File: src/rtl/debounce_filter.sv
// Debounce filter: two-flop synchronizer feeding a four-state acceptance FSM.
// A new level is accepted after STABLE consecutive synchronized samples while en=1.
module debounce_filter #(
  parameter int unsigned STABLE = 4
) (
  input  logic clk,
  input  logic rst_n,
  input  logic d,
  input  logic en,
  output logic q,
  output logic rise,
  output logic fall,
  output logic busy
);

  localparam int unsigned    CW       = $clog2(STABLE + 1);
  localparam logic [CW-1:0] CNT_LAST = CW'(STABLE - 1);
  localparam logic [CW-1:0] CNT_MAX  = '1;

  typedef enum logic [1:0] {
    LOW      = 2'd0,
    CHK_HIGH = 2'd1,
    HIGH     = 2'd2,
    CHK_LOW  = 2'd3
  } state_t;

  logic          r_s1;
  logic          r_d_s;
  state_t        r_state;
  logic [CW-1:0] r_cnt;
  logic          r_rise;
  logic          r_fall;

  state_t        w_state_nxt;
  logic [CW-1:0] w_cnt_nxt;
  logic          w_rise_nxt;
  logic          w_fall_nxt;

  // Synchronizer runs every cycle, independent of en.
  always_ff @(posedge clk or negedge rst_n) begin
    if (!rst_n) begin
      r_s1  <= 1'b0;
      r_d_s <= 1'b0;
    end else begin
      r_s1  <= d;
      r_d_s <= r_s1;
    end
  end

  always_ff @(posedge clk or negedge rst_n) begin
    if (!rst_n) begin
      r_state <= LOW;
      r_cnt   <= '0;
      r_rise  <= 1'b0;
      r_fall  <= 1'b0;
    end else begin
      r_state <= w_state_nxt;
      r_cnt   <= w_cnt_nxt;
      r_rise  <= w_rise_nxt;
      r_fall  <= w_fall_nxt;
    end
  end

  // Entering a CHK state counts the triggering sample as the first one.
  always_comb begin
    w_state_nxt = r_state;
    w_cnt_nxt   = r_cnt;
    w_rise_nxt  = 1'b0;
    w_fall_nxt  = 1'b0;
    case (r_state)
      LOW: begin
        if (en && r_d_s) begin
          if (STABLE == 1) begin
            w_state_nxt = HIGH;
            w_cnt_nxt   = '0;
            w_rise_nxt  = 1'b1;
          end else begin
            w_state_nxt = CHK_HIGH;
            w_cnt_nxt   = CW'(1);
          end
        end
      end
      CHK_HIGH: begin
        if (!en || !r_d_s) begin
          w_state_nxt = LOW;
          w_cnt_nxt   = '0;
        end else if (r_cnt == CNT_LAST) begin
          w_state_nxt = HIGH;
          w_cnt_nxt   = '0;
          w_rise_nxt  = 1'b1;
        end else if (r_cnt != CNT_MAX) begin
          w_cnt_nxt = r_cnt + 1'b1;
        end
      end
      HIGH: begin
        if (en && !r_d_s) begin
          if (STABLE == 1) begin
            w_state_nxt = LOW;
            w_cnt_nxt   = '0;
            w_fall_nxt  = 1'b1;
          end else begin
            w_state_nxt = CHK_LOW;
            w_cnt_nxt   = CW'(1);
          end
        end
      end
      CHK_LOW: begin
        if (!en || r_d_s) begin
          w_state_nxt = HIGH;
          w_cnt_nxt   = '0;
        end else if (r_cnt == CNT_LAST) begin
          w_state_nxt = LOW;
          w_cnt_nxt   = '0;
          w_fall_nxt  = 1'b1;
        end else if (r_cnt != CNT_MAX) begin
          w_cnt_nxt = r_cnt + 1'b1;
        end
      end
      default: begin
        w_state_nxt = LOW;
        w_cnt_nxt   = '0;
      end
    endcase
  end

  assign q    = (r_state == HIGH) || (r_state == CHK_LOW);
  assign busy = (r_state == CHK_HIGH) || (r_state == CHK_LOW);
  assign rise = r_rise;
  assign fall = r_fall;

endmodule

File: config.mk
export PLATFORM = sky130hd
export DESIGN_NAME = debounce_filter
export DESIGN_NICKNAME = d
export VERILOG_FILES = /design/src/rtl/debounce_filter.sv
export SDC_FILE = /design/constraint.sdc
export NUM_CORES = 1
export LEC_CHECK = 0
export ABC_AREA = 1
export ABC_CLOCK_PERIOD_IN_PS = 2400
export CAP_MARGIN = 20
export CELL_PAD_IN_SITES_DETAIL_PLACEMENT = 1
export CELL_PAD_IN_SITES_GLOBAL_PLACEMENT = 1
export CORE_AREA = 10 10 47 49
export DETAILED_ROUTE_END_ITERATION = 8
export DIE_AREA = 0 0 57 59
export GPL_TIMING_DRIVEN = 0
export HOLD_SLACK_MARGIN = 0.15
export PLACE_DENSITY = 0.84
export SETUP_SLACK_MARGIN = 0.2
export SLEW_MARGIN = 5
export SYNTH_ARGS = -nofsm -noshare
export SYNTH_HDL_FRONTEND = slang
export SYNTH_SLANG_ARGS = --single-unit
File: constraint.sdc
create_clock -name clk -period 2.4 [get_ports clk]
set_clock_uncertainty 0.05 [all_clocks]
set_input_delay 0.36 -clock clk [delete_from_list [all_inputs] [get_ports clk]]
set_output_delay 0.36 -clock clk [all_outputs]
set_load 0.005 [all_outputs]
==> results of run 1 <==
worst max-delay path: stages (launching register included):
cell	delay (ns)
dfrtp_1	0.46
clkbuf_1	0.12
clkdlybuf4s50_1	0.49
state kept, by name (all words and copies together) (netlist names):
register,count
rise,1
fall,1
r_d_s,1
r_cnt,3
r_state,2
r_s1,1
where the power goes:
group | internal [mW] | leakage [nW] | total, mW | switching, mW
logic | 0.115 | 0.187 | 0.261 | 0.146
clock network | 0.0640 | 0.0150 | 0.119 | 0.0545
registers | 0.188 | 0.115 | 0.232 | 0.0439
total | 0.367 | 0.317 | 0.612 | 0.245
cells by family (layout without fill, tap and decap cells):
group                    count (synthesis)  after routing  share of synthesized area
buffers and inverters                   15             26                      0.119
adder cells (fa/ha/maj)                  1              1                     0.0265
AND/OR/NAND/NOR                         34             34                      0.336
AO/OA/AOI/OAI                            4              4                     0.0423
flip-flops                               9              9                      0.476
layout by cell type (no fill, tap or decap):
cell | Yosys | layout
a21oi_1 | 2 | 2
clkbuf_1 | 2 | 3
clkbuf_4 | 0 | 3
clkdlybuf4s50_1 | 0 | 7
clkinv_1 | 1 | 1
dfrtp_1 | 9 | 9
ha_1 | 1 | 1
inv_1 | 10 | 10
inv_2 | 2 | 2
nand2_1 | 18 | 18
nand2_2 | 2 | 2
nand2_4 | 2 | 2
nand3_1 | 5 | 5
nor2_1 | 5 | 5
nor2_2 | 2 | 2
o21ai_0 | 2 | 2
layout make-up:
class	count	area, sq um	share of cell area
multi-input cells	39	191	0.325
well taps	16	20.0	0.0340
clock buffers	4	26.3	0.0446
repair buffers	7	70.1	0.119
plain buffers	2	7.51	0.0127
flip-flops and latches	9	225	0.382
inverters	13	48.8	0.0828
metal layers:
layer | vias to the layer above | wire (um) | share of wire
met5 | - | 0 | 0
met4 | 0 | 8 | 0.0079
met3 | 2 | 51 | 0.050
met2 | 6 | 538 | 0.53
met1 | 185 | 420 | 0.41
li1 | 209 | - | -
through the flow:
stage	utilization	total power, mW	std cells	setup WS [ns]
6_report	0.421	0.612	90	0.655
5_1_grt	0.421	0.669	90	0.573
4_1_cts	0.421	0.625	90	0.639
3_5_place_dp	0.402	0.502	86	0.779
3_3_place_gp	0.402	0.490	86	0.796
2_1_floorplan	-	0.411	63	1.33
worst max path at each step:
stage	to	cells past startpoint
final	busy	2
after global routing	busy	2
after CTS	busy	2
after detailed placement	r_state[1]	8
after global placement	r_state[1]	8
after floorplan	r_state[1]	5
==> results.md, run 1 <==
- Netlist cell types: 14
- Max VDD drop: 380 uV
- RSZ-0062 raised after global routing: no
- Pre-Repair DR Iteration Count: 3
- Layout Cell Area excl Fill: 589 sq um
- Fmax: 573 MHz
- Routed wire length: 1020 um
- Seq cells post-synth: 9
- Drc violations: 0
- Fill cells: 189
- Global-route usage over all layers: 0.0652
- DIE AREA: 0.00336 sq mm
- CP Capture Type: output port
- Maximum fanout along the worst path: 7
- Biggest area consumer among synthesized cells: dfrtp_1
- Syn Area/Cell: 7.51 sq um
- WP data arrival: 1.34 ns
- Core area: 0.00140 sq mm
- Placer congestion estimate: 0.784
- Status: completed
- Initial antenna violation count: 0
- Nets: 80
- Leak: 0.317 nW
- Syn_nets: 68
- Hold/Removal Path Class: flip-flop to flip-flop
- Antenna cells: 0
- DR vias/cell: 4.47
- Global-route wire length before repair: 1750 um
- TritonCTS Buffers: 3
- DP Area: 563 sq um
- Most Crowded Layer GR: met2
- Area grow syn2layout: 24.6%
- R2R Setup Slk: 1.18 ns
- Die Ht: 59 um
- FF-to-FF path depth: 5
- Asr flop ratio synth: 1.00
- GRT met1 Usage: 0.0591
- Final HPWL DP: 821 um
- Pwr/cell area: 1040 mW/mm^2
- Synth Flop Type: dfrtp_1
- CTS root buf: clkbuf_4
- Worst hold stages: 0
- Chip Width: 57 um
- Port Buffers: 7
- Worst Tran Pin Value: 0.414 ns
- Number of enable flip-flop cells after synthesis: 0
- Routed vias: 402
- Hold WS: 0.308 ns
- Total gr overflow: 0
- Final setup viols: 0
- Final worst-path cycle share: 0.727
- TritonCTS clock tree: yes
- Syn Inst Count: 63
- Synth top area cells: dfrtp_1 48%, nand2_1 14%, inv_1 7.9%
- CTS clk-pin slew, worst paths: 0.07 ns
- Clk sinks: 9
- Met2 Use GR: 0.116
- Count of warnings emitted by yosys: 0
- Worst flop-to-flop path endpoint: r_state[1]
- Final hold vios: 0
- Worst Hold Launch: r_s1
- Synthesized area: 473 sq um
- Met3 usage: 0.0236
- Hold_buf cts: 0
- Hold Path End: r_d_s
- Synth cell count leaders: 18 x nand2_1, 10 x inv_1, 9 x dfrtp_1, 5 x nand3_1, 5 x nor2_1
- Number of setup buffers added after CTS: 0
- Min Tclk post-route: 1.75 ns
- Clock Latency Late Sink: 0.26 ns
- Vias in the first global route: 415
- Layout cells sized above 1: 0.149
- Setup TNS: 0 ns
- Fin. max-slew vios: 0
- Top cell type's share of synthesized area: 0.476
- Routed WL per cell: 11.3 um
- Sequential area share after synthesis: 0.476
- Critical path class: flip-flop to output port
- Max Cap Viol: 0
- Starting Density: 0.338
- Clock Tree Buf Depth: 2
- Slew HR: 0.723
- Final ANT Viol Nets: 0
- Top Ports: 8
- Count leader, synth: nand2_1
- Post-cts resize count: 0
- DR iter-0 viols: 3
- RR Startpoint: r_cnt[0]
- FP Rows: 14
- Crit path required time: 1.99 ns
- Critical Path Start: r_state[0]
- Worst setup SP type: flip-flop
- Largest net degree at the start of global routing: 10
- H-Tree Depth: 1
No activity file was read; power rests on OpenSTA's default activity.
==> run 2, diff against run 1 <==
--- a/config.mk
+++ b/config.mk
@@ -6,16 +6,16 @@
 export NUM_CORES = 1
 export LEC_CHECK = 0
 export ABC_AREA = 1
-export ABC_CLOCK_PERIOD_IN_PS = 2400
+export ABC_CLOCK_PERIOD_IN_PS = 1400
 export CAP_MARGIN = 20
 export CELL_PAD_IN_SITES_DETAIL_PLACEMENT = 1
 export CELL_PAD_IN_SITES_GLOBAL_PLACEMENT = 1
-export CORE_AREA = 10 10 47 49
+export CORE_MARGIN = 10
+export CORE_UTILIZATION = 31
 export DETAILED_ROUTE_END_ITERATION = 8
-export DIE_AREA = 0 0 57 59
 export GPL_TIMING_DRIVEN = 0
 export HOLD_SLACK_MARGIN = 0.15
-export PLACE_DENSITY = 0.84
+export PLACE_DENSITY = 0.79
 export SETUP_SLACK_MARGIN = 0.2
 export SLEW_MARGIN = 5
 export SYNTH_ARGS = -nofsm -noshare
==> constraint.sdc (replaced) <==
create_clock -name clk -period 1.4 [get_ports clk]
set_clock_uncertainty 0.05 [all_clocks]
set_input_delay 0.21 -clock clk [delete_from_list [all_inputs] [get_ports clk]]
set_output_delay 0.21 -clock clk [all_outputs]
set_load 0.005 [all_outputs]
==> results.md, run 2 (same netlist as run 1, synthesis figures left out) <==
- Status: completed
- Clock Latency Late Sink: 0.26 ns
- Leak: 0.359 nW
- FF-to-FF path depth: 6
- Max VDD drop: 721 uV
- Pwr/cell area: 1850 mW/mm^2
- Util after Layout: 0.448
- Most frequent cells in the layout: 14 x nand2_1, 9 x inv_1, 8 x dfrtp_1
- Final HPWL DP: 803 um
- Placer congestion estimate: 0.775
- DR vias/cell: 4.66
- Largest net degree at the start of global routing: 10
- Min Tclk post-route: 1.18 ns
- Max Cap Viol: 0
- Final ANT Viol Nets: 0
- Largest regs: r_cnt: 3 flops, r_state: 2 flops
- Final setup viols: 0
- Total gr overflow: 0
- Routed wire length: 1110 um
- H-Tree Depth: 1
- Clock Tree Buf Depth: 2
- Worst setup SP type: flip-flop
- Layout Cell Area excl Fill: 659 sq um
- Chip Width: 59.1 um
- Worst Tran Pin Value: 0.407 ns
- CTS clk-pin slew, worst paths: 0.06 ns
- Slew HR: 0.728
- Routed WL per cell: 11.8 um
- Port Buffers: 7
- Antenna cells: 0
- TritonCTS Buffers: 3
- Routed vias: 438
- Crit path required time: 1.50 ns
- Top Ports: 8
- Pre-Repair DR Iteration Count: 4
- RR Startpoint: r_state[0]
- DR iter-0 viols: 9
- Area grow syn2layout: 39.4%
- FP Rows: 14
- Clk sinks: 9
- Worst flop-to-flop path endpoint: r_cnt[0]
- WP data arrival: 1.27 ns
- Layout cells sized above 1: 0.333
- Drc violations: 0
- Maximum fanout along the worst path: 6
- DP Area: 563 sq um
- Fmax: 850 MHz
- CP Capture Type: flip-flop
- Total power: 1.22 mW
- R2R Setup Slk: 0.22 ns
- Nets: 84
- Final worst-path cycle share: 0.840
- Core area: 0.00147 sq mm
- Hold_buf cts: 0
- Starting Density: 0.321
- DIE AREA: 0.00349 sq mm
- RSZ-0062 raised after global routing: yes
- Critical path class: flip-flop to flip-flop
- Vias in the first global route: 478
- Die Ht: 59.1 um
- TritonCTS clock tree: yes
- Fin. max-slew vios: 0
- Largest register FFs: 3
- Most flops, register: r_cnt
- CTS root buf: clkbuf_4
- Global-route usage over all layers: 0.0681
- Initial antenna violation count: 0
- Most common cell after layout, fill and taps aside: nand2_1
- Final hold vios: 0
- Hold/Removal Path Class: input port to asynchronous set/reset pin
- Global-route wire length before repair: 1880 um
[run 2: repair_timing]
item | 4_1_cts | 5_1_grt
buffers inserted | 2 | 2
pin swaps | 0 | 5
setup endpoints to repair | 6 | 7
gates resized for setup | 9 | 14
cloned | 0 | 0
[run 2: worst max-delay path by stage]
stage	start	endpoint	slack, ns	cells past startpoint
3_3_place_gp	en	r_state[1]	-0.04	8
3_5_place_dp	en	r_state[1]	-0.07	8
5_1_grt	r_state[1]	r_state[1]	0.14	7
4_1_cts	r_state[0]	busy	0.13	2
2_1_floorplan	r_cnt[0]	r_state[1]	0.33	5
6_report	r_state[0]	r_cnt[0]	0.22	6
[run 2: final cells by class]
class	count	area, sq um
fill	193	812
multi-input combinational	39	236
sequential	9	226
timing repair buffer	11	93.8
inverter	13	48.8
clock buffer	4	26.3
tap	16	20.0
buffer	2	7.51
[run 2: where the power goes]
part / internal (mW) / total [mW] / switching, mW
Clock: 0.110 / 0.200 / 0.0901
Sequential: 0.325 / 0.382 / 0.0569
Combinational: 0.285 / 0.638 / 0.354
[run 2: worst max-delay path: stages (launching register included)]
cell,delay [ns]
dfrtp_2,0.41
buf_6,0.13
nor2_4,0.10
nand2_2,0.08
buf_4,0.13
a21oi_1,0.11
a21oi_1,0.05
[run 2: through the flow]
stage / hold slack (ns) / setup TNS, ns / worst slack, ns / instances
finish: 0.197 / 0 / 0.224 / 94
global route: 0.202 / 0 / 0.135 / 94
CTS: 0.203 / 0 / 0.131 / 92
detailed placement: 0.298 / -0.0836 / -0.0717 / 86
global placement: 0.283 / -0.0437 / -0.0437 / 86
floorplan: -0.136 / 0 / 0.326 / 63
[run 2: per-layer routing]
layer / wire, um / GRT usage / share of wire / up-vias
met2: 623 / 0.122 / 0.56 / 8
met5: 0 / 0 / 0 / -
li1: - / - / - / 217
met4: 13 / 0.0393 / 0.012 / 0
met1: 415 / 0.0647 / 0.37 / 211
met3: 56 / 0.0258 / 0.050 / 2
==> run 3, diff against run 2 <==
--- a/config.mk
+++ b/config.mk
@@ -6,7 +6,7 @@
 export NUM_CORES = 1
 export LEC_CHECK = 0
 export ABC_AREA = 1
-export ABC_CLOCK_PERIOD_IN_PS = 1400
+export ABC_CLOCK_PERIOD_IN_PS = 1000
 export CAP_MARGIN = 20
 export CELL_PAD_IN_SITES_DETAIL_PLACEMENT = 1
 export CELL_PAD_IN_SITES_GLOBAL_PLACEMENT = 1
==> constraint.sdc (replaced) <==
create_clock -name clk -period 1 [get_ports clk]
set_clock_uncertainty 0.05 [all_clocks]
set_input_delay 0.15 -clock clk [delete_from_list [all_inputs] [get_ports clk]]
set_output_delay 0.15 -clock clk [all_outputs]
set_load 0.005 [all_outputs]
==> results.md, run 3 (same netlist as run 1, synthesis figures left out) <==
- DP Area: 583 sq um
- RSZ-0062 raised after global routing: yes
- TritonCTS Buffers: 3
- DIE AREA: 0.00349 sq mm
- Top Ports: 8
- Die Ht: 59.1 um
- Fmax: 868 MHz
- WP data arrival: 1.25 ns
- Final setup viols: 9
- Final worst-path cycle share: 1.15
- Drc violations: 0
- Global-route usage over all layers: 0.0850
- R2R Setup Slk: -0.15 ns
- Placer congestion estimate: 0.722
- Final Non-Filler Cells: 100
- Total power: 2.06 mW
- Initial antenna violation count: 0
- Util after Layout: 0.516
- Global-route wire length before repair: 2290 um
- Layout cells sized above 1: 0.476
- Final hold vios: 0
- Vias in the first global route: 502
- Largest register FFs: 3
- Hold WS: 0.133 ns
- Final HPWL DP: 890 um
- Min Tclk post-route: 1.15 ns
- Core area: 0.00147 sq mm
- Most frequent cells in the layout: 12 x nand2_1, 9 x inv_1, 7 x nand2_4, 7 x dfrtp_1, 7 x buf_4
- Critical path class: flip-flop to flip-flop
- H-Tree Depth: 1
- FP Rows: 14
- Most flops, register: r_cnt
- Setup ws final: -0.152 ns
- Worst setup SP type: flip-flop
- Multi-input logic area: 283 sq um
- Fill cells: 189
- Pre-Repair DR Iteration Count: 2
- FF+latch area: 228 sq um
- TritonCTS clock tree: yes
- Status: complete, but fails checks
- DR vias/cell: 4.51
- Setup TNS: -0.802 ns
- Routed vias: 451
- Max VDD drop: 1200 uV
- Clock Latency Late Sink: 0.25 ns
- Clock Tree Buf Depth: 2
- Nets: 90
- Pwr/cell area: 2710 mW/mm^2
- Crit path required time: 1.10 ns
- Largest regs: r_cnt: 3 flops, r_state: 2 flops
- Leak: 0.399 nW
- Starting Density: 0.321
- Slew HR: 0.739
- Final ANT Viol Nets: 0
- Area grow syn2layout: 60.6%
- Port Buffers: 7
- DR iter-0 viols: 3
- Clk sinks: 9
- Maximum fanout along the worst path: 5
- Routed WL per cell: 13.0 um
- Fin. max-slew vios: 0
- Failing checks: negative setup slack
- Antenna cells: 0
- Layout Cell Area excl Fill: 759 sq um
- Placed Instances: 86
- Largest net degree at the start of global routing: 10
- CTS clk-pin slew, worst paths: 0.06 ns
- Most common cell after layout, fill and taps aside: nand2_1
- CP Capture Type: flip-flop
- Setup WS pre-CTS: -0.391 ns
- Worst Tran Pin Value: 0.391 ns
- CTS root buf: clkbuf_4
- Max Cap Viol: 0
- Routed wire length: 1300 um
- Hold/Removal Path Class: input port to asynchronous set/reset pin
- Chip Width: 59.1 um
- Total gr overflow: 0
==> run 3: changes by cell type in the layout (fill, tap and decap cells not counted), moves of 2 or more <==
cell	change
nand2_1	-2
dlygate4sd2_1	-2
buf_4	+4
inv_6	+2
o21ai_1	+2
buf_2	+4
buf_6	+2
nand2_4	+5
o21ai_0	-2
nand2_2	-3
clkbuf_2	-2
==> run 3: worst paths after layout <==
check	startpoint	endpoint	cells after the start
setup / recovery	r_state[0]	r_state[1]	8
hold / removal	rst_n	rise	1
setup reg to reg	r_state[0]	r_state[1]	8
hold reg to reg	r_s1	r_d_s	0
max in group asynchronous	rst_n	r_d_s	1
min in group clk	d	r_s1	1
==> run 3: what timing repair did <==
action | 4_1_cts | 5_1_grt
pin swaps | 10 | 9
setup endpoints to repair | 11 | 11
gates resized for setup | 38 | 5
setup buffers | 7 | 3
cloned | 0 | 0
hold endpoints to repair | 7 | 0
==> run 3: power by group <==
| part | total (mW) | internal (mW) | switching, mW |
|---|---|---|---|
| Clock | 0.269 | 0.153 | 0.116 |
| Sequential | 0.529 | 0.456 | 0.0733 |
| Combinational | 1.26 | 0.586 | 0.676 |
| Total | 2.06 | 1.19 | 0.865 |
==> run 3: critical path, cell delays in order (launching register included) <==
cell	delay (ns)
dfrtp_2	0.36
buf_6	0.14
inv_6	0.04
nor2_4	0.11
nand2_4	0.07
nand2_4	0.11
nand2_4	0.06
nand3_2	0.05
nand2_1	0.05
==> run 3: layout make-up <==
class                           instances  area share
Multi-Input combinational cell         39       0.372
Timing Repair Buffer                   17       0.180
Clock buffer                            4      0.0346
Sequential cell                         9       0.300
Inverter                               13      0.0774
Buffer                                  2     0.00988
Tap cell                               16      0.0264
==> run 3: per-layer routing <==
layer | up-vias | part of all wire | global-route usage
li1 | 228 | - | -
met1 | 216 | 0.39 | 0.0844
met2 | 7 | 0.57 | 0.153
met3 | 0 | 0.046 | 0.0365
met4 | 0 | 0 | 0.0295
met5 | - | 0 | 0
